### config.mk
export PLATFORM = sky130hd
export DESIGN_NAME = fmul_arbiter
export DESIGN_NICKNAME = d
export VERILOG_FILES = /design/src/rtl/fmul_arbiter.sv
export SDC_FILE = /design/constraint.sdc
export NUM_CORES = 1
export LEC_CHECK = 0
export ABC_AREA = 1
export BUFFER_PORTS_ARGS = -buffer_cell sky130_fd_sc_hd__buf_2
export CAP_MARGIN = 20
export CORE_AREA = 2 2 162 164
export DETAILED_ROUTE_END_ITERATION = 6
export DIE_AREA = 0 0 164 166
export RECOVER_POWER = 25
export SLEW_MARGIN = 0
export SYNTH_ARGS = -nofsm -noshare
export SYNTH_HDL_FRONTEND = slang
export SYNTH_SLANG_ARGS = --single-unit
### constraint.sdc
create_clock -name clk -period 2.05 [get_ports clk]
set_input_delay 0.205 -clock clk [delete_from_list [all_inputs] [get_ports clk]]
set_output_delay 0.205 -clock clk [all_outputs]
set_load 0.02 [all_outputs]
### src/rtl/fmul_arbiter.sv
// Round-robin front end that shares one pipelined FMUL32 between NUM_REQ requesters.
// Winning operands are registered into the multiplier; a tag pipeline routes each result back.
module fmul_arbiter #(
  parameter int NUM_REQ  = 4,
  parameter int DATA_W   = 32,
  parameter int FMUL_LAT = 2
) (
  input  logic                   clk,
  input  logic                   rst_n,
  input  logic                   en,
  input  logic [NUM_REQ-1:0]     req_valid,
  output logic [NUM_REQ-1:0]     req_ready,
  input  logic [NUM_REQ*DATA_W-1:0] req_op1,
  input  logic [NUM_REQ*DATA_W-1:0] req_op2,
  input  logic [NUM_REQ*2-1:0]   req_opc,
  input  logic [NUM_REQ*2-1:0]   req_rmode,
  output logic [DATA_W-1:0]      fm_op1,
  output logic [DATA_W-1:0]      fm_op2,
  output logic [1:0]             fm_opc,
  output logic [1:0]             fm_rmode,
  input  logic [DATA_W-1:0]      fm_result,
  input  logic                   fm_val,
  output logic [NUM_REQ-1:0]     rsp_valid,
  output logic [DATA_W-1:0]      rsp_result,
  output logic                   rsp_val,
  output logic                   busy
);

  localparam int IDW = (NUM_REQ > 1) ? $clog2(NUM_REQ) : 1;
  // One stage more than FMUL_LAT: the fm_* register itself is the first pipeline step,
  // so the last tag stage lines up with a settled fm_result.
  localparam int NST = FMUL_LAT + 1;

  logic [IDW-1:0] ptr;
  logic [IDW-1:0] grant;
  logic           grant_any;
  logic [NST-1:0] tag_vld;
  logic [IDW-1:0] tag_id [NST];

  always_comb begin
    int unsigned k;
    grant     = '0;
    grant_any = 1'b0;
    k         = 0;
    if (en && rst_n) begin
      for (int unsigned j = 0; j < NUM_REQ; j++) begin
        k = (32'(ptr) + j) % NUM_REQ;
        if (!grant_any && req_valid[k]) begin
          grant     = IDW'(k);
          grant_any = 1'b1;
        end
      end
    end
  end

  always_comb begin
    req_ready = '0;
    if (grant_any) req_ready[grant] = 1'b1;
  end

  always_ff @(posedge clk or negedge rst_n) begin
    if (!rst_n) begin
      ptr        <= '0;
      tag_vld    <= '0;
      for (int unsigned s = 0; s < NST; s++) tag_id[s] <= '0;
      fm_op1     <= '0;
      fm_op2     <= '0;
      fm_opc     <= '0;
      fm_rmode   <= '0;
      rsp_valid  <= '0;
      rsp_result <= '0;
      rsp_val    <= 1'b0;
    end else begin
      if (grant_any) begin
        fm_op1   <= req_op1[grant*DATA_W +: DATA_W];
        fm_op2   <= req_op2[grant*DATA_W +: DATA_W];
        fm_opc   <= req_opc[grant*2 +: 2];
        fm_rmode <= req_rmode[grant*2 +: 2];
        ptr      <= (32'(grant) == NUM_REQ - 1) ? '0 : grant + 1'b1;
      end
      tag_vld   <= {tag_vld[NST-2:0], grant_any};
      tag_id[0] <= grant;
      for (int unsigned s = 1; s < NST; s++) tag_id[s] <= tag_id[s-1];
      rsp_valid <= '0;
      if (tag_vld[NST-1]) begin
        rsp_valid[tag_id[NST-1]] <= 1'b1;
        rsp_result <= fm_result;
        rsp_val    <= fm_val;
      end
    end
  end

  assign busy = (|tag_vld) | (|rsp_valid);

endmodule

==> reports/metrics.yaml <==
outcome:
  status: "complete, but fails checks"
  violations: "setup timing"
logic_synthesis:
  synthDominantCellAreaShare_pct: 35.8
  syn_avg_cell_area_um2: 6.02
  syn_area_um2: 8100
  yosys_warnings: 0
  synth.yosys.seq_area_share_pct: 35.8
  synthCells: 1346
  syn_nets: 1662
  ys_ff_latch: 116
  synth_cell_types: 21
  ys_top_cells_by_area: "dfrtp_1, nand2_1, nand3_1, inv_1, buf_2"
  yosys.area.top_type: "dfrtp_1"
clock_network:
  cts_num_sinks: 116
  clk_latency_ns: 0.41
  cts_tree: "built"
  clk_pin_slew_ns: 0.06
  cts_max_level: 4
  root_buffer: "clkbuf_16"
  clk_path_buf_depth: 2
  cts_made_buffers: 17
place:
  gp_congestion: 0.908
  place_hpwl_mm: 22.0
  dp.cells: 2060
  pre_cts_ws_ns: -0.266
  io_buffers: 421
worst_setup_path:
  reg2reg_depth: 21
  crit_required_ns: 1.85
  crit_path_start_kind: "flip-flop"
  critPathKind: "reg2out"
  startpoint: "ptr[0]"
  crit_family: "buffers and inverters"
  r2r_slack_ns: -0.39
  rr_endpoint: "fm_op1[18]"
  cp-endpoint: "req_ready[0]"
  reg2reg_from: "ptr[0]"
  path_buf_inv: 5
  cp_data_arrival_time_ns: 2.33
  cp_slowest_cell: "dfrtp_2"
  critical-path-max-stage-delay_ns: 0.46
  cp_cell_sequence: "buf_6 > nand2_2 > nand2_2 > nand2_1 > inv_2 > nor2_4 > nor2_2 > buf_4 > o21ai_4 > ha_2 > inv_1 > nor2_4 > buf_6"
  end_kind: "primary output"
  cp_num_cells: 13
  crit_fanout: 5
drt:
  wl_per_cell_um: 17.2
  num_vias: 10265
  wirelength_mm: 37.5
  antenna_left: 0
  viasPerCell: 4.71
  remaining_drc_errors: 0
  drtIter0Drc: 601
  drt_pass1_iterations: 5
finish:
  multiInputGateArea_um2: 5020
  final_cells: 2180
  synthToLayoutAreaGrowth_pct: 75.8
  fillers: 2459
  final_cell_mix: "nand2_1, buf_2, inv_1, nand3_1, dfrtp_1"
  drive_gt1_share_pct: 44.9
  nNetsFinal: 2146
  area.sequential_um2: 2910
floorplanning:
  die-height_um: 166
  die_w_um: 164
  num_rows: 59
  initial_core_util_pct: 31.6
  coreArea_um2: 25600
  dieArea_um2: 27200
  io_pins: 422
pwr:
  intPower_w: 0.00985
  p_sw_w: 0.00872
  power_density_nw_per_um2: 1300
  ir_worst_vdd_uv: 563
  p_sw_share_pct: 47.0
  seqPwrFrac_pct: 20.4
  power_frac_clock_pct: 16.4
  p_leak_nw: 8.58
  p_comb_share_pct: 63.2
timing:
  fin_crit_sh_pct: 124
  setup_violations: 73
  worst_slack_ns: -0.486
  clock_skew_ns: 0.0116
  layout_min_cycle_time_ns: 2.54
  worst_pin_slew_ns: 1.11
  hold_viol_final: 0
  relSlewSlack_pct: 26.3
  max_freq_ghz: 0.394
  grt_setup_unrepaired: "yes"
  timing_max_transition_violations_final: 0
worst_hold_path:
  worstHoldPathType: "in2reg"
grt:
  grt_pass1_wl_mm: 52.3
  antenna_found_initial: 3
  overflow: 0
  grtUsageTotal_pct: 24.7
  grt_pass1_vias: 9799
  grt_max_degree: 117
job:
  max_cap_viol_count: 0
synthesized netlist by cell type (all sizes together):
master and number:
buf 67, dfrtp 116, nor4 1, nand2 553, clkbuf 15, ha 4
a21oi 1, nor2 10, nor3 5, inv 293, o21ai 2, nand3 279
worst min-delay path by stage:
stage | startpoint | to | cells past startpoint
after detailed placement | tag_id[5] | tag_id[3] | 0
after floorplan | rst_n | fm_op1[0] | 0
after global placement | tag_id[5] | tag_id[3] | 0
after global routing | fm_result[17] | rsp_result[17] | 3
final | fm_result[23] | rsp_result[23] | 3
after CTS | fm_result[18] | rsp_result[18] | 3
through the flow:
stage	hold WS [ns]	area, um2	utilization [%]	setup TNS, ns	total power (W)
CTS	0.000565	12700	49.7	-20.60	0.0171
finish	0.0111	14200	55.6	-22.68	0.0186
global placement	0.332	10700	41.9	-9.97	0.0119
detailed placement	0.349	10700	41.9	-13.97	0.0120
floorplan	-0.0906	8140	-	0	0.00896
global route	0.0130	14200	55.6	-30.68	0.0197
flip-flops by register name, indices dropped and copies added, names as in the netlist:
name	flops
fm_op1	32
fm_op2	32
rsp_result	32
tag_id	6
rsp_valid	4
tag_vld	3
fm_opc	2
fm_rmode	2
ptr	2
rsp_val	1
repair_timing:
action                     CTS  global route
pin swaps                   14            86
setup endpoints to repair   74            75
cloned                      23            11
buffers inserted            24            13
resized for setup           90           330
hold buffers                23             0
hold endpoints to repair   138             0
worst min-delay path, delay by kind of cell:
| kind | cells | cell delay, ns |
|---|---|---|
| buf+inv | 1 | 0.09 |
| simple gates | 2 | 0.10 |
per-layer routing:
metal | vias up | global-route usage [%] | routed length (um) | share of wire [%]
met5 | - | 0 | 13 | 0.035
met2 | 414 | 44.0 | 19000 | 51
met4 | 2 | 7.55 | 1000 | 2.7
met1 | 4811 | 30.3 | 15100 | 40
met3 | 65 | 4.00 | 2440 | 6.5
li1 | 4973 | - | - | -
logic make-up (layout without fill, tap and decap cells):
| group | after synthesis | in the layout | share of synthesized area, % |
|---|---|---|---|
| buffers and inverters | 375 | 872 | 19.4 |
| adder cells (fa/ha/maj) | 4 | 4 | 0.618 |
| AO/OA/AOI/OAI | 3 | 3 | 0.232 |
| other | 0 | 2 | 0 |
| flip-flops | 116 | 116 | 35.8 |
| AND/OR/NAND/NOR | 848 | 848 | 43.9 |
final cells by class:
class                           instances  area share (%)
Timing Repair Buffer                  547            29.3
Multi-Input combinational cell        855            35.3
Inverter                              293            7.88
Clock buffer                           18            3.08
Clock inverter                         14            1.08
Tap cell                              335            2.94
Sequential cell                       116            20.4
Antenna cell                            2          0.0351
power by group through the flow:
stage / combinational (W) / sequential [W] / clock, W
detailed placement: 0.00818 / 0.00380 / 0
global route: 0.0126 / 0.00392 / 0.00321
CTS: 0.0102 / 0.00379 / 0.00308
global placement: 0.00812 / 0.00379 / 0
finish: 0.0117 / 0.00380 / 0.00304
floorplan: 0.00413 / 0.00483 / 0
(Power assumes the default switching activity.)
